### src/rtl/microwave_pkg.sv
// Shared definitions for the microwave front panel: keypad FSM encoding,
// keypad geometry and the default debounce interval.
package microwave_pkg;

  localparam int KEY_COUNT               = 10;
  localparam int KEY_CODE_W              = 4;
  localparam int DEFAULT_DEBOUNCE_CYCLES = 10000;

  typedef enum logic [1:0] {
    IDLE      = 2'd0,
    ARMING    = 2'd1,
    PRESSED   = 2'd2,
    RELEASING = 2'd3
  } kp_state_t;

  function automatic logic [KEY_CODE_W-1:0] key_encode(input logic [KEY_COUNT-1:0] onehot);
    logic [KEY_CODE_W-1:0] code;
    code = '0;
    for (int i = 0; i < KEY_COUNT; i++) begin
      if (onehot[i]) code = KEY_CODE_W'(i);
    end
    return code;
  endfunction

endpackage

### src/rtl/keypad_debounce_if.sv
// Raw front-panel lines in, clean key pulses and button levels out.
interface keypad_debounce_if;
  import microwave_pkg::*;

  logic [KEY_COUNT-1:0]  keypad_raw;
  logic                  startn_raw;
  logic                  stopn_raw;
  logic                  clearn_raw;
  logic                  door_raw;
  logic [KEY_COUNT-1:0]  keypad;
  logic [KEY_CODE_W-1:0] key_code;
  logic                  key_valid;
  logic                  startn;
  logic                  stopn;
  logic                  clearn;
  logic                  door_closed;

  modport master (
    output keypad_raw, startn_raw, stopn_raw, clearn_raw, door_raw,
    input  keypad, key_code, key_valid, startn, stopn, clearn, door_closed
  );

  modport slave (
    input  keypad_raw, startn_raw, stopn_raw, clearn_raw, door_raw,
    output keypad, key_code, key_valid, startn, stopn, clearn, door_closed
  );

endinterface

### src/rtl/button_debounce.sv
// Single-line debouncer: two-flop synchronizer, stability counter and a
// level register that only follows the input after it has held steady.
module button_debounce
  import microwave_pkg::*;
#(
  parameter int   DEBOUNCE_CYCLES = DEFAULT_DEBOUNCE_CYCLES,
  parameter logic RESET_VALUE     = 1'b0
) (
  input  logic clk,
  input  logic rst,
  input  logic raw,
  output logic level
);

  localparam int             CNT_W    = $clog2(DEBOUNCE_CYCLES) + 1;
  localparam logic [CNT_W-1:0] CNT_LAST = CNT_W'(DEBOUNCE_CYCLES - 1);

  logic             sync_q1;
  logic             sync_q2;
  logic [CNT_W-1:0] count;

  // Counter tops out at CNT_LAST and is cleared on flip or on any return to equality.
  always_ff @(posedge clk or posedge rst) begin
    if (rst) begin
      sync_q1 <= RESET_VALUE;
      sync_q2 <= RESET_VALUE;
      count   <= '0;
      level   <= RESET_VALUE;
    end else begin
      sync_q1 <= raw;
      sync_q2 <= sync_q1;
      if (sync_q2 == level) begin
        count <= '0;
      end else if (count == CNT_LAST) begin
        level <= sync_q2;
        count <= '0;
      end else begin
        count <= count + CNT_W'(1);
      end
    end
  end

endmodule

### src/rtl/keypad_debounce.sv
// Front-panel input conditioning: one-shot digit keypad plus four level
// debouncers for the start/stop/clear buttons and the door switch.
module keypad_debounce
  import microwave_pkg::*;
#(
  parameter int DEBOUNCE_CYCLES = DEFAULT_DEBOUNCE_CYCLES
) (
  input logic              clk,
  input logic              rst,
  keypad_debounce_if.slave bus
);

  localparam int               CNT_W   = $clog2(DEBOUNCE_CYCLES) + 1;
  localparam logic [CNT_W-1:0] CNT_HIT = CNT_W'(DEBOUNCE_CYCLES - 2);

  logic [KEY_COUNT-1:0] kp_q1;
  logic [KEY_COUNT-1:0] kp_q2;
  logic [KEY_COUNT-1:0] captured;
  logic [CNT_W-1:0]     count;
  kp_state_t            state;

  always_ff @(posedge clk or posedge rst) begin
    if (rst) begin
      kp_q1 <= '0;
      kp_q2 <= '0;
    end else begin
      kp_q1 <= bus.keypad_raw;
      kp_q2 <= kp_q1;
    end
  end

  // The count that lands on CNT_HIT is the one that would reach DEBOUNCE_CYCLES-1,
  // so the pulse is registered on that same edge.
  always_ff @(posedge clk or posedge rst) begin
    if (rst) begin
      state         <= IDLE;
      count         <= '0;
      captured      <= '0;
      bus.keypad    <= '0;
      bus.key_code  <= '0;
      bus.key_valid <= 1'b0;
    end else begin
      bus.keypad    <= '0;
      bus.key_valid <= 1'b0;
      case (state)
        IDLE: begin
          if ($onehot(kp_q2)) begin
            state    <= ARMING;
            captured <= kp_q2;
            count    <= '0;
          end else if (kp_q2 != '0) begin
            state <= PRESSED;
          end
        end
        ARMING: begin
          if (kp_q2 == '0) begin
            state <= IDLE;
          end else if (!$onehot(kp_q2)) begin
            state <= PRESSED;
          end else if (kp_q2 != captured) begin
            captured <= kp_q2;
            count    <= '0;
          end else if (count == CNT_HIT) begin
            state         <= PRESSED;
            bus.keypad    <= captured;
            bus.key_code  <= key_encode(captured);
            bus.key_valid <= 1'b1;
          end else begin
            count <= count + CNT_W'(1);
          end
        end
        PRESSED: begin
          if (kp_q2 == '0) begin
            state <= RELEASING;
            count <= '0;
          end
        end
        RELEASING: begin
          if (kp_q2 != '0) begin
            state <= PRESSED;
          end else if (count == CNT_HIT) begin
            state <= IDLE;
          end else begin
            count <= count + CNT_W'(1);
          end
        end
        default: state <= IDLE;
      endcase
    end
  end

  button_debounce #(.DEBOUNCE_CYCLES(DEBOUNCE_CYCLES), .RESET_VALUE(1'b1)) u_start (
    .clk(clk), .rst(rst), .raw(bus.startn_raw), .level(bus.startn)
  );

  button_debounce #(.DEBOUNCE_CYCLES(DEBOUNCE_CYCLES), .RESET_VALUE(1'b1)) u_stop (
    .clk(clk), .rst(rst), .raw(bus.stopn_raw), .level(bus.stopn)
  );

  button_debounce #(.DEBOUNCE_CYCLES(DEBOUNCE_CYCLES), .RESET_VALUE(1'b1)) u_clear (
    .clk(clk), .rst(rst), .raw(bus.clearn_raw), .level(bus.clearn)
  );

  button_debounce #(.DEBOUNCE_CYCLES(DEBOUNCE_CYCLES), .RESET_VALUE(1'b0)) u_door (
    .clk(clk), .rst(rst), .raw(bus.door_raw), .level(bus.door_closed)
  );

endmodule
### src/flat_wrapper.sv
// flat-port wrapper written by rule: the top's interface ports become plain ports
module keypad_debounce_flat import microwave_pkg::*;
#(
  parameter int DEBOUNCE_CYCLES = DEFAULT_DEBOUNCE_CYCLES
)
  (clk, rst, bus_keypad_raw, bus_startn_raw, bus_stopn_raw, bus_clearn_raw, bus_door_raw, bus_keypad, bus_key_code, bus_key_valid, bus_startn, bus_stopn, bus_clearn, bus_door_closed);
  keypad_debounce_if bus_i ();
  input logic clk;
  input logic rst;
  input wire logic [$bits(bus_i.keypad_raw)-1:0] bus_keypad_raw;
  input wire logic [$bits(bus_i.startn_raw)-1:0] bus_startn_raw;
  input wire logic [$bits(bus_i.stopn_raw)-1:0] bus_stopn_raw;
  input wire logic [$bits(bus_i.clearn_raw)-1:0] bus_clearn_raw;
  input wire logic [$bits(bus_i.door_raw)-1:0] bus_door_raw;
  output wire logic [$bits(bus_i.keypad)-1:0] bus_keypad;
  output wire logic [$bits(bus_i.key_code)-1:0] bus_key_code;
  output wire logic [$bits(bus_i.key_valid)-1:0] bus_key_valid;
  output wire logic [$bits(bus_i.startn)-1:0] bus_startn;
  output wire logic [$bits(bus_i.stopn)-1:0] bus_stopn;
  output wire logic [$bits(bus_i.clearn)-1:0] bus_clearn;
  output wire logic [$bits(bus_i.door_closed)-1:0] bus_door_closed;
  assign bus_i.keypad_raw = bus_keypad_raw;
  assign bus_i.startn_raw = bus_startn_raw;
  assign bus_i.stopn_raw = bus_stopn_raw;
  assign bus_i.clearn_raw = bus_clearn_raw;
  assign bus_i.door_raw = bus_door_raw;
  assign bus_keypad = bus_i.keypad;
  assign bus_key_code = bus_i.key_code;
  assign bus_key_valid = bus_i.key_valid;
  assign bus_startn = bus_i.startn;
  assign bus_stopn = bus_i.stopn;
  assign bus_clearn = bus_i.clearn;
  assign bus_door_closed = bus_i.door_closed;
  keypad_debounce #(.DEBOUNCE_CYCLES(DEBOUNCE_CYCLES)) u_core (.clk(clk), .rst(rst), .bus(bus_i));
endmodule
### config.mk
export PLATFORM = sky130hd
export DESIGN_NAME = keypad_debounce_flat
export DESIGN_NICKNAME = d
export VERILOG_FILES = /design/src/rtl/microwave_pkg.sv /design/src/rtl/keypad_debounce_if.sv /design/src/rtl/button_debounce.sv /design/src/rtl/keypad_debounce.sv /design/src/flat_wrapper.sv
export SDC_FILE = /design/constraint.sdc
export NUM_CORES = 1
export LEC_CHECK = 0
export ABC_AREA = 0
export CAP_MARGIN = 30
export CORE_ASPECT_RATIO = 0.9
export CORE_MARGIN = 2
export CORE_UTILIZATION = 59
export DETAILED_ROUTE_END_ITERATION = 7
export PLACE_DENSITY = 0.8
export SLEW_MARGIN = 5
export SYNTH_ARGS = -nofsm -noshare
export SYNTH_HDL_FRONTEND = slang
export SYNTH_SLANG_ARGS = --single-unit
### constraint.sdc
create_clock -name clk -period 5.65 [get_ports clk]
set_input_delay 0.565 -clock clk [delete_from_list [all_inputs] [get_ports clk]]
set_output_delay 0.565 -clock clk [all_outputs]
set_load 0.02 [all_outputs]
=== Word-level counts from Yosys, hierarchy flattened ===
Cells that the tools add are included.
Widths: inputs -> output; s select.

* Register bits: 134
* Input port bits: 16
* Output and inout port bits: 19
* Word-level logic and storage cells: 130

* Add/sub/neg operators: 14
* Equality and inequality tests: 24
* Muxes and demuxes: 50
* Bitwise operators: 6
* Reductions and logical operators: 12

{| class="wikitable"
|+ Operator list
! kind !! count
|-
| $mux 15 || 15
|-
| $mux 10 || 9
|-
| $add 15x1->15 const B || 5
|-
| $eq 15x14->1 const B || 5
|-
| $pmux 15 s4 || 1
|-
| $mux 2 || 11
|-
| $pmux 10 s2 || 1
|-
| $reduce_and 5->1 || 4
|-
| $add 4x4->4 || 4
|-
| $mux 3 || 4
|-
| $add 1x1->2 || 5
|-
| $logic_not 10->1 || 1
|-
| $ne 10x10->1 || 1
|-
| $reduce_bool 10->1 || 1
|-
| $mux 4 || 2
|-
| $ne 2x1->1 const B || 4
|-
| $ne 4x4->1 const B || 2
|-
| $pmux 2 s4 || 1
|-
| $reduce_and 2->1 || 4
|-
| $mux 1 || 6
|-
| $ne 3x1->1 const B || 2
|-
| $not 1->1 || 6
|-
| $eq 1x1->1 || 4
|-
| $eq 2x2->1 const B || 2
|-
| other kinds (5) || 6
|}

=== Depth between registers and ports, before layout ===
Gate-level depths: netlist (run 1).

* Word-level depth: 9
* Depth in mapped cells: 16
* Depth with buffers taken out: 15

=== Cells and area by module ===
A second synthesis (run 1) with hierarchy kept.

* Cell total of the unflattened synthesis: 619
* Area total of the unflattened synthesis: 6438.7 µm²

{| class="wikitable"
|+ By module, submodules not included
! module !! instances !! cells each !! area each (µm²) !! seq. area each (µm²)
|-
| keypad_debounce || 1 || 299 || 3109.2 || 1551.5
|-
| button_debounce at u_core.u_clear ... || 3 || 80 || 833.3 || 454.2
|-
| button_debounce at u_core.u_door || 1 || 80 || 829.5 || 450.4
|}

=== Worst setup path after synthesis (run 1) ===
Ideal clock, no wire load.

* Path kind: register to register
* Start: register u_core.kp_q2[0]
* End: register u_core.bus.key_code[0]
* Library setup time: 0.125 ns
* Data arrival time: 3.929 ns
* Required time: 5.525 ns
* Slack: 1.596 ns
* Stages on the path, launching flop included: 15
* Buffers on the path: 0
* Clock period less this slack: 4.054 ns
* Cell sequence: dfrtp_1 inv_1 ha_1 inv_1 fa_1 fa_1 inv_1 fa_1 inv_1 fa_1 a211o_1 a211o_1 nand2b_2 nor4b_4 mux2_4

* Word-level cells in the longest chain between the ends: 6
* Elaborated cells between the ends (all ways): 10
* Classes of those cells: add/sub: 4; eq/ne: 2; bitwise: 2; reduce/logical: 2

{| class="wikitable"
|+ Ends and longest elaborated chain
! element !! line !! RTL
|-
| start, declared || keypad_debounce.sv:17 || <nowiki>logic [KEY_COUNT-1:0] kp_q2;</nowiki>
|-
| start signal, assigned || keypad_debounce.sv:28 || <nowiki>kp_q2 <= kp_q1;</nowiki>
|-
| $add 1x1->2 (implied by the code) || keypad_debounce.sv:58 || <nowiki>end else if (!$onehot(kp_q2)) begin</nowiki>
|-
| $add 4x4->4 (implied by the code) (3 in a row) || keypad_debounce.sv:58 ||
|-
| $eq 4x1->1 || keypad_debounce.sv:58 ||
|-
| $reduce_and 5->1 (no line) * || - ||
|-
| end signal, assigned || keypad_debounce.sv:66 || <nowiki>bus.key_code <= key_encode(captured);</nowiki>
|-
| end, declared || keypad_debounce_if.sv:25 || <nowiki>output keypad, key_code, key_valid, startn, stopn, clearn, door_closed</nowiki>
|}

Mark *: on every way between the ends. The rest lies on a longest branch, timed or not.
A chain may end at the register's enable or synchronous reset.

=== Worst setup path after layout (run 1) ===
* Start: register u_core.kp_q2[0]
* End: register u_core.count[5]

* Word-level cells in the longest chain between the ends: 7
* Elaborated cells between the ends (all ways): 18
* Classes of those cells: add/sub: 4; eq/ne: 7; mux: 4; reduce/logical: 3

{| class="wikitable"
|+ Ends and longest elaborated chain
! element !! line !! RTL
|-
| $add 1x1->2 (implied by the code) || keypad_debounce.sv:47, keypad_debounce.sv:58 ||
|-
| $add 4x4->4 (implied by the code) (3 in a row) || keypad_debounce.sv:47, keypad_debounce.sv:58 ||
|-
| $eq 4x1->1 || keypad_debounce.sv:47, keypad_debounce.sv:58 ||
|-
| $ne 2x1->1 (no line) || - ||
|-
| $reduce_and 5->1 (no line) || - ||
|-
| end signal, assigned || keypad_debounce.sv:69 || <nowiki>count <= count + CNT_W'(1);</nowiki>
|-
| end signal, assigned || keypad_debounce.sv:84 || <nowiki>count <= count + CNT_W'(1);</nowiki>
|-
| end, declared || keypad_debounce.sv:19 || <nowiki>logic [CNT_W-1:0] count;</nowiki>
|}

Parallel ways exist; a longest one is shown, timed or not. The select of a mux whose other input is x is not followed.

==> run_summary.xml, run 1 <==
<?xml version="1.0" encoding="UTF-8"?>
<metrics>
  <group name="synthesis">
    <metric name="seq_area_frac_synth" unit="">0.553</metric>
    <metric name="yosys_top_cell_area_share" unit="">0.514</metric>
    <metric name="syn_area_per_cell" unit="µm²">11.0</metric>
    <metric name="synthesis.yosys.warnings" unit="">0</metric>
    <metric name="postSynthRegisterBits" unit="">134</metric>
    <metric name="post-synth-top-area-cell" unit="">dfrtp_1</metric>
    <metric name="syn-num-nets" unit="">591</metric>
    <metric name="ys_top_cells_by_area" unit="">dfrtp_1 (51%), nor2_1 (6.1%), xnor2_1 (5.6%)</metric>
    <metric name="post_synth_num_cell_types" unit="">43</metric>
    <metric name="synthCells" unit="">551</metric>
    <metric name="syn-cell-area" unit="µm²">6080</metric>
  </group>
  <group name="layout">
    <metric name="drive_gt1_frac" unit="">0.109</metric>
    <metric name="area_delta_synth_final" unit="%">18.1</metric>
    <metric name="layout.filler_cells" unit="">695</metric>
    <metric name="antennaDiodeCount" unit="">0</metric>
    <metric name="layout.core_utilization" unit="">0.707</metric>
    <metric name="final_nets" unit="">639</metric>
  </group>
  <group name="setup_path">
    <metric name="crit_required" unit="ns">5.91</metric>
    <metric name="r2r_setup_slack" unit="ns">1.07</metric>
    <metric name="timing.critical_path.cells" unit="">inv_1, ha_1, inv_1, fa_1, fa_1, inv_1, fa_1, inv_1, fa_1, a211o_1, a211o_1, o31a_1, nor2_1, nor2_1</metric>
    <metric name="crit_path_max_incr_delay" unit="ns">0.66</metric>
    <metric name="timing.critical_path.from_type" unit="">register</metric>
    <metric name="path_class" unit="">reg -&gt; reg</metric>
    <metric name="crit_fanout" unit="">11</metric>
    <metric name="critPathArrivalTime" unit="ns">4.84</metric>
    <metric name="setup.worst_path.end_class" unit="">register</metric>
    <metric name="timing.rr.end" unit="">u_core.count[5]</metric>
    <metric name="critPathLaunch" unit="">u_core.kp_q2[0]</metric>
    <metric name="timing.rr.start" unit="">u_core.kp_q2[0]</metric>
    <metric name="worstRegToRegCells" unit="">14</metric>
    <metric name="cpMaxStageDelayCell" unit="">nor2_1</metric>
  </group>
  <group name="floorplan">
    <metric name="num_io_pins" unit="">35</metric>
    <metric name="num_rows" unit="">35</metric>
    <metric name="core_area" unit="µm²">10200</metric>
    <metric name="initial_core_util" unit="">0.599</metric>
    <metric name="floorplan.die.height" unit="µm">100</metric>
    <metric name="chip_width" unit="µm">111</metric>
    <metric name="floorplan.die_area" unit="µm²">11100</metric>
  </group>
  <group name="clock_network">
    <metric name="path_clk_slew" unit="ns">0.06</metric>
    <metric name="h_tree_depth" unit="">4</metric>
    <metric name="post-cts-setup-buffer-count" unit="">0</metric>
    <metric name="postCtsResizedCells" unit="">0</metric>
    <metric name="cts-root-buf" unit="">clkbuf_16</metric>
    <metric name="cts_hold_buf" unit="">0</metric>
    <metric name="number_of_buffers_created_by_cts" unit="">17</metric>
    <metric name="clk_path_buf_depth" unit="">2</metric>
    <metric name="clk_latency_worst_skew_pair" unit="ns">0.42</metric>
    <metric name="cts.sinks" unit="">134</metric>
    <metric name="cts_tree" unit="">yes</metric>
  </group>
  <group name="run">
    <metric name="max_cap_viol_count" unit="">0</metric>
  </group>
  <group name="route">
    <metric name="postRouteWirelength" unit="mm">10.6</metric>
    <metric name="route.detailed.drc" unit="">0</metric>
    <metric name="postRouteAntennaNets" unit="">0</metric>
    <metric name="per_cell_routed_wire_length" unit="µm">14.3</metric>
    <metric name="dr.pass1.iters" unit="">4</metric>
    <metric name="dr_total_vias" unit="">3985</metric>
    <metric name="viasPerCell" unit="">5.38</metric>
    <metric name="drtIter0Drc" unit="">187</metric>
  </group>
  <group name="sta">
    <metric name="final_critical_path_setup_slack" unit="ns">1.07</metric>
    <metric name="timing.setup.tns" unit="ns">0</metric>
    <metric name="fmax" unit="MHz">218</metric>
    <metric name="finalClockSkew" unit="ns">0.00994</metric>
    <metric name="fin_crit" unit="ns">4.58</metric>
    <metric name="finalCritPeriodShare" unit="">0.811</metric>
    <metric name="rsz0062_at_grt" unit="">no</metric>
    <metric name="final_hold_viol_count" unit="">0</metric>
    <metric name="timing_worst_slew_pin_value" unit="ns">0.783</metric>
    <metric name="slew_headroom" unit="">0.476</metric>
    <metric name="finalMaxSlewViolations" unit="">0</metric>
    <metric name="setup-violations-final" unit="">0</metric>
  </group>
  <group name="placement">
    <metric name="detailedPlace.worstSlack" unit="ns">1.15</metric>
    <metric name="dp.final_hpwl" unit="mm">7.15</metric>
    <metric name="io_buffers" unit="">34</metric>
    <metric name="place_congestion" unit="">0.915</metric>
  </group>
  <group name="power">
    <metric name="power_per_cell_area" unit="nW/µm²">332</metric>
    <metric name="total_leakage_power" unit="nW">3.26</metric>
    <metric name="irDropWorstVdd" unit="V">0.000234</metric>
  </group>
  <group name="worst_hold_path">
    <metric name="min-delay-path-class" unit="">reg -&gt; reg</metric>
    <metric name="holdPathEnd" unit="">u_core.kp_q2[5]</metric>
    <metric name="timing.hold.worst.start" unit="">u_core.kp_q1[5]</metric>
    <metric name="hold_crit_depth" unit="">0</metric>
  </group>
  <group name="global_routing">
    <metric name="grt_remaining_overflow" unit="">0</metric>
    <metric name="globalRouteMet3Util" unit="">0.0556</metric>
    <metric name="met2_demand_to_capacity_share_in_global_routing" unit="">0.345</metric>
    <metric name="initial_antenna_violation_count" unit="">0</metric>
    <metric name="grt.total_usage" unit="">0.207</metric>
    <metric name="grt_pass1_wl" unit="mm">18.4</metric>
    <metric name="first_global_vias" unit="">4096</metric>
    <metric name="grt_start_max_net_pins" unit="">55</metric>
    <metric name="grt_busiest_layer" unit="">met2</metric>
    <metric name="global_route.usage.met1" unit="">0.262</metric>
  </group>
  <group name="outcome">
    <metric name="status" unit="">finished clean</metric>
  </group>
</metrics>
state kept, by name, indices dropped and copies added, names as in the netlist, 4 cells and up, named ones only:
| signal | cells |
|---|---|
| u_core.u_start.count | 15 |
| u_core.u_clear.count | 15 |
| u_core.u_stop.count | 15 |
| u_core.kp_q2 | 10 |
| u_core.kp_q1 | 10 |
| u_core.u_door.count | 15 |
| u_core.count | 15 |
| u_core.bus.key_code | 4 |
| u_core.bus.keypad | 10 |
| u_core.captured | 10 |
placed cells by master, fill, tap and decap left out, types with 17 or more instances in the layout:
cell type          n
clkbuf_16         17
clkdlybuf4s50_1   34
dfrtp_1          125
ha_1              18
inv_1             38
nand2_1           23
nand3_1           32
nor2_1            99
xnor2_1           39
xor2_1            37
worst max path at each step:
stage | to | slack, ns | depth (start not counted)
global placement | u_core.bus.key_code[2] | 1.28 | 14
floorplan | async pin | 1.52 | 1
global route | u_core.count[10] | 0.85 | 14
CTS | u_core.count[10] | 1.08 | 14
finish | u_core.count[5] | 1.07 | 14
detailed placement | u_core.bus.key_code[1] | 1.15 | 14
Yosys cell counts:
master    count
dfrtp_1     125
nor2_1       99
inv_1        39
xnor2_1      39
xor2_1       37
nand3_1      32
nand2_1      23
ha_1         18
and2_1       12
and3_1       12
mux2_2       12
nand4_1      12
dfstp_2       9
nor3_1        8
nor4_1        7
a21oi_1       6
fa_1          6
nor4b_1       5
o21ai_0       5
or3_1         5
clkbuf_1      4
mux2_4        4
nor3b_1       4
a21o_1        3
a22o_1        3
a211o_1       2
buf_6         2
mux2i_1       2
o21bai_1      2
a211oi_1      1
a21boi_1      1
a21oi_4       1
and4_1        1
buf_2         1
nand2b_2      1
nand3b_1      1
nor2_2        1
nor4_2        1
nor4b_4       1
nor4bb_1      1
o31a_1        1
o31ai_2       1
or2_2         1
kinds of logic (layout without fill, tap and decap cells):
kind of cell,after synthesis,in the layout,share of synthesized area
DFF,134,134,0.553
muxes,18,18,0.0354
adders and majority gates,24,24,0.0568
and+or+nand+nor,227,227,0.183
AOI/OAI and AO/OA,26,26,0.0311
buffers and inverters,46,107,0.0310
xor gates and xnor gates,76,76,0.109
cell type report:
class,instances,area [µm²],area share
clock buffer,17,425,0.0592
tap,129,161,0.0225
sequential,134,3360,0.468
multi-input combinational,371,2530,0.352
clock inverter,15,176,0.0246
inverter,39,149,0.0207
timing repair buffer,36,375,0.0523
report_power, final:
part	internal [mW]	switching (mW)
sequential	1.01	0.0490
combinational	0.104	0.119
clock	0.694	0.413
per-stage QoR:
stage | instances | hold slack, ns | power (mW) | area (µm²)
floorplan | 551 | 0.331 | 1.22 | 6080
global placement | 708 | 0.334 | 1.27 | 6550
detailed placement | 709 | 0.339 | 1.28 | 6580
CTS | 741 | 0.352 | 2.40 | 7180
global route | 741 | 0.352 | 2.48 | 7180
finish | 741 | 0.348 | 2.38 | 7180
worst max-delay path, delay by kind of cell, from the launching register on:
kind | cells | cell delay (ns)
flip-flops | 1 | 0.40
buffers and inverters | 4 | 0.28
AND/OR/NAND/NOR | 2 | 0.78
AO/OA/AOI/OAI | 3 | 1.09
adder cells (fa/ha/maj) | 5 | 1.87
metal layers:
layer	share of wire	vias to the layer above
li1	-	1924
met1	0.46	1955
met2	0.48	85
met3	0.038	21
met4	0.020	0
met5	0	-
Power figures use the tool's default switching activity.
==> run 2, diff against run 1 <==
--- a/config.mk
+++ b/config.mk
@@ -9,9 +9,9 @@
 export CAP_MARGIN = 30
 export CORE_ASPECT_RATIO = 0.9
 export CORE_MARGIN = 2
-export CORE_UTILIZATION = 59
+export CORE_UTILIZATION = 54
 export DETAILED_ROUTE_END_ITERATION = 7
-export PLACE_DENSITY = 0.8
+export PLACE_DENSITY = 0.77
 export SLEW_MARGIN = 5
 export SYNTH_ARGS = -nofsm -noshare
 export SYNTH_HDL_FRONTEND = slang
==> constraint.sdc (replaced) <==
create_clock -name clk -period 4.2 [get_ports clk]
set_input_delay 0.42 -clock clk [delete_from_list [all_inputs] [get_ports clk]]
set_output_delay 0.42 -clock clk [all_outputs]
set_load 0.02 [all_outputs]
==> run 2 against run 1 <==
  * Final area is 1.8% higher
  * Maximum frequency is 13% higher
  * Combinational power is 35% higher
  * Count of clock-buffer cells in the layout is 3 higher
  * Largest power group is now registers
  * Highest routed layer unchanged
==> run_summary.xml, run 2 (synthesized netlist as in run 1, its figures left out) <==
<?xml version="1.0" encoding="UTF-8"?>
<metrics>
  <group name="route">
    <metric name="postRouteAntennaNets" unit="">0</metric>
    <metric name="postRouteWirelength" unit="mm">10.7</metric>
    <metric name="dr.pass1.iters" unit="">4</metric>
    <metric name="dr_total_vias" unit="">4008</metric>
    <metric name="route.detailed.drc" unit="">0</metric>
    <metric name="per_cell_routed_wire_length" unit="µm">13.8</metric>
    <metric name="viasPerCell" unit="">5.15</metric>
    <metric name="drtIter0Drc" unit="">193</metric>
  </group>
  <group name="power">
    <metric name="power_switching_share" unit="">0.244</metric>
    <metric name="power_per_cell_area" unit="nW/µm²">423</metric>
    <metric name="irDropWorstVdd" unit="V">0.000443</metric>
    <metric name="total_leakage_power" unit="nW">3.31</metric>
    <metric name="clkPwrFrac" unit="">0.447</metric>
    <metric name="pwr-share-seq" unit="">0.457</metric>
    <metric name="power_switching" unit="mW">0.756</metric>
    <metric name="p_int" unit="mW">2.34</metric>
    <metric name="share_comb_of_total_power" unit="">0.097</metric>
  </group>
  <group name="global_routing">
    <metric name="grt_remaining_overflow" unit="">0</metric>
    <metric name="grt_pass1_wl" unit="mm">18.6</metric>
    <metric name="initial_antenna_violation_count" unit="">0</metric>
    <metric name="grt_start_max_net_pins" unit="">72</metric>
    <metric name="first_global_vias" unit="">4093</metric>
    <metric name="grt.total_usage" unit="">0.197</metric>
  </group>
  <group name="sta">
    <metric name="finalClockSkew" unit="ns">0.0112</metric>
    <metric name="final_hold_viol_count" unit="">0</metric>
    <metric name="setup-violations-final" unit="">0</metric>
    <metric name="slew_headroom" unit="">0.432</metric>
    <metric name="rsz0062_at_grt" unit="">yes</metric>
    <metric name="timing_worst_slew_pin_value" unit="ns">0.851</metric>
    <metric name="fin_crit" unit="ns">4.06</metric>
    <metric name="whs" unit="ns">0.345</metric>
    <metric name="finalCritPeriodShare" unit="">0.966</metric>
    <metric name="finalMaxSlewViolations" unit="">0</metric>
    <metric name="fmax" unit="MHz">246</metric>
  </group>
  <group name="clock_network">
    <metric name="path_clk_slew" unit="ns">0.06</metric>
    <metric name="cts-root-buf" unit="">clkbuf_16</metric>
    <metric name="number_of_buffers_created_by_cts" unit="">17</metric>
    <metric name="h_tree_depth" unit="">4</metric>
    <metric name="cts.sinks" unit="">134</metric>
    <metric name="cts_tree" unit="">yes</metric>
    <metric name="clk_path_buf_depth" unit="">2</metric>
    <metric name="clk_latency_worst_skew_pair" unit="ns">0.41</metric>
  </group>
  <group name="floorplan">
    <metric name="core_area" unit="µm²">10900</metric>
    <metric name="floorplan.die.height" unit="µm">105</metric>
    <metric name="num_io_pins" unit="">35</metric>
    <metric name="initial_core_util" unit="">0.558</metric>
    <metric name="chip_width" unit="µm">116</metric>
    <metric name="num_rows" unit="">36</metric>
    <metric name="floorplan.die_area" unit="µm²">12100</metric>
  </group>
  <group name="layout">
    <metric name="final_cell_mix" unit="">dfrtp_1 (125), nor2_1 (99), xnor2_1 (39), xor2_1 (37)</metric>
    <metric name="final_nets" unit="">653</metric>
    <metric name="mostFrequentLayoutCell" unit="">dfrtp_1</metric>
    <metric name="instances_no_fill" unit="">778</metric>
    <metric name="drive_gt1_frac" unit="">0.139</metric>
    <metric name="area_delta_synth_final" unit="%">20.2</metric>
    <metric name="antennaDiodeCount" unit="">0</metric>
  </group>
  <group name="setup_path">
    <metric name="path_class" unit="">reg -&gt; reg</metric>
    <metric name="critPathArrivalTime" unit="ns">4.36</metric>
    <metric name="cpMaxStageDelayCell" unit="">fa_1</metric>
    <metric name="timing.critical_path.mode_cell" unit="">inv_2</metric>
    <metric name="crit_required" unit="ns">4.51</metric>
    <metric name="timing.critical_path.cells" unit="">inv_1, ha_4, inv_2, fa_1, fa_1, inv_2, fa_2, inv_2, fa_2, nand3b_1, a211o_1, o31a_1, or3_1, xor2_1, nor2_2</metric>
    <metric name="crit_fanout" unit="">5</metric>
    <metric name="crit_family" unit="">adder cells</metric>
    <metric name="crit_path_max_incr_delay" unit="ns">0.54</metric>
    <metric name="setup.worst_path.end_class" unit="">register</metric>
    <metric name="timing.critical_path.from_type" unit="">register</metric>
    <metric name="worstPathBufferInverterCount" unit="">4</metric>
  </group>
  <group name="run">
    <metric name="max_cap_viol_count" unit="">0</metric>
  </group>
  <group name="worst_hold_path">
    <metric name="min-delay-path-class" unit="">reg -&gt; reg</metric>
  </group>
  <group name="placement">
    <metric name="dp.final_hpwl" unit="mm">7.04</metric>
    <metric name="place_congestion" unit="">0.838</metric>
    <metric name="post-place-cells" unit="">738</metric>
    <metric name="io_buffers" unit="">34</metric>
  </group>
  <group name="outcome">
    <metric name="status" unit="">finished clean</metric>
  </group>
</metrics>
-- run 2: cell count changes in the layout (fill, tap and decap cells not counted), sizes merged --
| cell | previous run | this run |
|---|---|---|
| clkinvlp | 3 | 4 |
| buf | 2 | 16 |
| clkbuf | 17 | 20 |
| inv | 42 | 39 |
| bufinv | 3 | 1 |
| clkinv | 6 | 7 |
-- run 2: stage by stage --
stage / utilization / instance area, µm² / worst slack, ns / TNS [ns] / power (mW)
6_report: 0.671 / 7310 / 0.143 / 0 / 3.10
3_3_place_gp: 0.610 / 6650 / 0.103 / 0 / 1.71
2_1_floorplan: - / 6080 / 0.146 / 0 / 1.64
3_5_place_dp: 0.610 / 6650 / 0.0176 / 0 / 1.73
5_1_grt: 0.671 / 7310 / -0.0247 / -0.0252 / 3.25
4_1_cts: 0.662 / 7210 / 0.00599 / 0 / 3.12
-- run 2: power groups by stage --
stage	sequential, mW	combinational, mW	clock, mW
final	1.41	0.299	1.38
after global routing	1.42	0.349	1.47
after CTS	1.41	0.292	1.41
after detailed placement	1.44	0.289	0
after global placement	1.43	0.276	0
after floorplan	1.42	0.217	0
-- run 2: layer usage --
metal / up-vias / part of all wire / GRT usage
met5: - / 0 / 0
li1: 1945 / - / -
met3: 17 / 0.043 / 0.0632
met4: 0 / 0.015 / 0.0740
met2: 86 / 0.49 / 0.309
met1: 1960 / 0.45 / 0.255
-- run 2: timing repair --
item / CTS / global route
buffers inserted: 0 / 8
hold buffers: 0 / 0
hold endpoints to repair: 0 / 0
gates resized for setup: 0 / 10
endpoints found under the setup margin: 0 / 38
-- run 2: path summary, 6_finish.rpt --
path	cells after the start	from	slack, ns	endpoint
worst max-delay path	15	u_core.kp_q2[5]	0.14	u_core.count[6]
worst min-delay path	0	u_core.kp_q1[3]	0.35	u_core.kp_q2[3]
worst max register to register	15	u_core.kp_q2[5]	0.14	u_core.count[6]
worst min register to register	0	u_core.kp_q1[3]	0.35	u_core.kp_q2[3]
max in group asynchronous	3	rst	2.81	u_core.u_clear.count[9]
min in group asynchronous	2	rst	0.53	u_core.kp_q1[8]
-- run 2: area by class of cell --
type | instances | area (µm²)
Fill cell | 836 | 3590
Inverter | 39 | 149
Clock buffer | 20 | 457
Timing Repair Buffer | 50 | 493
Multi-Input combinational cell | 371 | 2550
Tap cell | 152 | 190
Clock inverter | 12 | 106
Sequential cell | 134 | 3360
==> run 3, diff against run 2 <==
--- a/config.mk
+++ b/config.mk
@@ -9,9 +9,9 @@
 export CAP_MARGIN = 30
 export CORE_ASPECT_RATIO = 0.9
 export CORE_MARGIN = 2
-export CORE_UTILIZATION = 54
+export CORE_UTILIZATION = 44
 export DETAILED_ROUTE_END_ITERATION = 7
-export PLACE_DENSITY = 0.77
+export PLACE_DENSITY = 0.65
 export SLEW_MARGIN = 5
 export SYNTH_ARGS = -nofsm -noshare
 export SYNTH_HDL_FRONTEND = slang
==> run 3 against run 2 <==
  * Setup slack improved by 0.038 ns
  * Register-to-register slack improved by 0.04 ns
  * Count of clock-buffer cells in the layout rose by 4
  * Sequential share of layout area fell by 0.071 points
  * Utilization fell by 12 points
  * Final area rose by 0.15%
  * First-iteration DRC count fell by 1.6%
  * Final cell count rose by 1.5%
  * Routed wire length fell by 1.5%
  * Die area rose by 22%
  * Sequential power barely moved
  * Critical path depth did not move
==> run_summary.xml, run 3 (synthesized netlist as in run 1, its figures left out) <==
<?xml version="1.0" encoding="UTF-8"?>
<metrics>
  <group name="floorplan">
    <metric name="core_area" unit="µm²">13400</metric>
    <metric name="chip_width" unit="µm">128</metric>
    <metric name="num_rows" unit="">40</metric>
    <metric name="floorplan.die.height" unit="µm">116</metric>
    <metric name="num_io_pins" unit="">35</metric>
    <metric name="floorplan.die_area" unit="µm²">14800</metric>
    <metric name="initial_core_util" unit="">0.454</metric>
  </group>
  <group name="sta">
    <metric name="timing_worst_slew_pin_value" unit="ns">0.773</metric>
    <metric name="whs" unit="ns">0.346</metric>
    <metric name="finalMaxSlewViolations" unit="">0</metric>
    <metric name="finalClockSkew" unit="ns">0.00680</metric>
    <metric name="final_critical_path_setup_slack" unit="ns">0.181</metric>
    <metric name="finalCritPeriodShare" unit="">0.957</metric>
    <metric name="fmax" unit="MHz">249</metric>
    <metric name="slew_headroom" unit="">0.484</metric>
    <metric name="fin_crit" unit="ns">4.02</metric>
    <metric name="setup-violations-final" unit="">0</metric>
    <metric name="final_hold_viol_count" unit="">0</metric>
  </group>
  <group name="placement">
    <metric name="place_area" unit="µm²">6660</metric>
    <metric name="place_congestion" unit="">0.859</metric>
    <metric name="detailedPlace.worstSlack" unit="ns">-0.00978</metric>
    <metric name="io_buffers" unit="">34</metric>
    <metric name="dp.final_hpwl" unit="mm">7.19</metric>
  </group>
  <group name="power">
    <metric name="power_per_cell_area" unit="nW/µm²">440</metric>
    <metric name="total_leakage_power" unit="nW">3.32</metric>
    <metric name="irDropWorstVdd" unit="V">0.000291</metric>
  </group>
  <group name="route">
    <metric name="drtIter0Drc" unit="">190</metric>
    <metric name="dr.pass1.iters" unit="">4</metric>
    <metric name="postRouteWirelength" unit="mm">10.6</metric>
    <metric name="route.detailed.drc" unit="">0</metric>
    <metric name="per_cell_routed_wire_length" unit="µm">13.4</metric>
    <metric name="dr_total_vias" unit="">3970</metric>
    <metric name="viasPerCell" unit="">5.03</metric>
    <metric name="postRouteAntennaNets" unit="">0</metric>
  </group>
  <group name="setup_path">
    <metric name="timing.rr.start" unit="">u_core.kp_q2[2]</metric>
    <metric name="worstRegToRegCells" unit="">15</metric>
    <metric name="path_class" unit="">reg -&gt; reg</metric>
    <metric name="r2r_setup_slack" unit="ns">0.18</metric>
    <metric name="endpoint" unit="">u_core.count[6]</metric>
    <metric name="setup.worst_path.end_class" unit="">register</metric>
    <metric name="timing.critical_path.cells" unit="">inv_1, ha_1, inv_2, fa_1, fa_1, inv_2, fa_2, inv_1, fa_2, nand3b_1, a211o_1, o31a_1, or3_1, xor2_1, nor2_2</metric>
    <metric name="crit_path_max_incr_delay" unit="ns">0.52</metric>
    <metric name="crit_required" unit="ns">4.50</metric>
    <metric name="crit_fanout" unit="">5</metric>
    <metric name="critPathArrivalTime" unit="ns">4.32</metric>
    <metric name="timing.critical_path.from_type" unit="">register</metric>
    <metric name="critPathLaunch" unit="">u_core.kp_q2[2]</metric>
    <metric name="timing.rr.end" unit="">u_core.count[6]</metric>
    <metric name="cpMaxStageDelayCell" unit="">fa_2</metric>
  </group>
  <group name="global_routing">
    <metric name="grt_pass1_wl" unit="mm">18.8</metric>
    <metric name="grt.total_usage" unit="">0.161</metric>
    <metric name="grt_remaining_overflow" unit="">0</metric>
    <metric name="grt_start_max_net_pins" unit="">65</metric>
    <metric name="initial_antenna_violation_count" unit="">0</metric>
    <metric name="first_global_vias" unit="">4054</metric>
  </group>
  <group name="layout">
    <metric name="final_design_area_no_fill" unit="µm²">7320</metric>
    <metric name="mostFrequentLayoutCell" unit="">dfrtp_1</metric>
    <metric name="antennaDiodeCount" unit="">0</metric>
    <metric name="layout.core_utilization" unit="">0.546</metric>
    <metric name="final_nets" unit="">649</metric>
    <metric name="final_cell_mix" unit="">dfrtp_1 (125), nor2_1 (99), xnor2_1 (39), xor2_1 (37), inv_1 (36)</metric>
    <metric name="area_delta_synth_final" unit="%">20.4</metric>
    <metric name="drive_gt1_frac" unit="">0.127</metric>
  </group>
  <group name="clock_network">
    <metric name="cts.sinks" unit="">134</metric>
    <metric name="path_clk_slew" unit="ns">0.05</metric>
    <metric name="h_tree_depth" unit="">4</metric>
    <metric name="number_of_buffers_created_by_cts" unit="">17</metric>
    <metric name="cts-root-buf" unit="">clkbuf_16</metric>
    <metric name="clk_path_buf_depth" unit="">2</metric>
    <metric name="clk_latency_worst_skew_pair" unit="ns">0.41</metric>
    <metric name="cts_tree" unit="">yes</metric>
  </group>
  <group name="run">
    <metric name="max_cap_viol_count" unit="">0</metric>
  </group>
  <group name="worst_hold_path">
    <metric name="min-delay-path-class" unit="">reg -&gt; reg</metric>
    <metric name="timing.hold.worst.start" unit="">u_core.kp_q1[8]</metric>
  </group>
  <group name="outcome">
    <metric name="status" unit="">finished clean</metric>
  </group>
</metrics>
## run 3: how the worst min path moves through the flow
| stage | depth (start not counted) | slack [ns] | to |
|---|---|---|---|
| 2_1_floorplan | 0 | 0.33 | u_core.kp_q2[0] |
| 3_3_place_gp | 0 | 0.34 | u_core.u_door.sync_q2 |
| 3_5_place_dp | 0 | 0.34 | u_core.kp_q2[8] |
| 4_1_cts | 0 | 0.35 | u_core.kp_q2[8] |
| 5_1_grt | 0 | 0.36 | u_core.u_door.sync_q2 |
| 6_report | 0 | 0.35 | u_core.kp_q2[8] |
## run 3: what timing repair did
item,4_1_cts,5_1_grt
buffers inserted,0,4
pin swaps,0,4
hold buffers,0,0
resized for setup,1,6
endpoints found under the setup margin,2,36
## run 3: cell type report
class | instances | area [µm²]
fillers | 1146 | 6090
clock buffers | 24 | 492
inverters | 39 | 149
clock inverters | 8 | 120
well taps | 168 | 210
multi-input cells | 371 | 2540
repair buffers | 46 | 447
flip-flops and latches | 134 | 3360
## run 3: worst max-delay path, delay by kind of cell, from the launching register on
family / cells / cell delay [ns]
buffers and inverters: 4 / 0.24
adder cells (fa/ha/maj): 5 / 1.94
AND/OR/NAND/NOR: 3 / 0.52
XOR/XNOR: 1 / 0.18
flip-flops: 1 / 0.38
AO/OA/AOI/OAI: 2 / 0.63
## run 3: stage by stage
| step | cells | setup TNS, ns | total power, mW |
|---|---|---|---|
| after global routing | 790 | -0.00162 | 3.37 |
| final | 790 | 0 | 3.22 |
| after global placement | 754 | 0 | 1.71 |
| after CTS | 786 | 0 | 3.26 |
| after floorplan | 551 | 0 | 1.64 |
| after detailed placement | 754 | -0.0194 | 1.72 |
## run 3: layer usage
| layer | wire (µm) | global-route usage |
|---|---|---|
| met5 | 0 | 0 |
| met4 | 225 | 0.0652 |
| met3 | 422 | 0.0508 |
| met2 | 5070 | 0.261 |
| met1 | 4830 | 0.204 |
## run 3: report_power, final
part	internal [mW]	leakage, nW	total [mW]	switching, mW
Clock	0.994	0.296	1.52	0.526
Sequential	1.35	1.77	1.41	0.0591
Combinational	0.141	1.25	0.289	0.148
Total	2.49	3.31	3.22	0.733
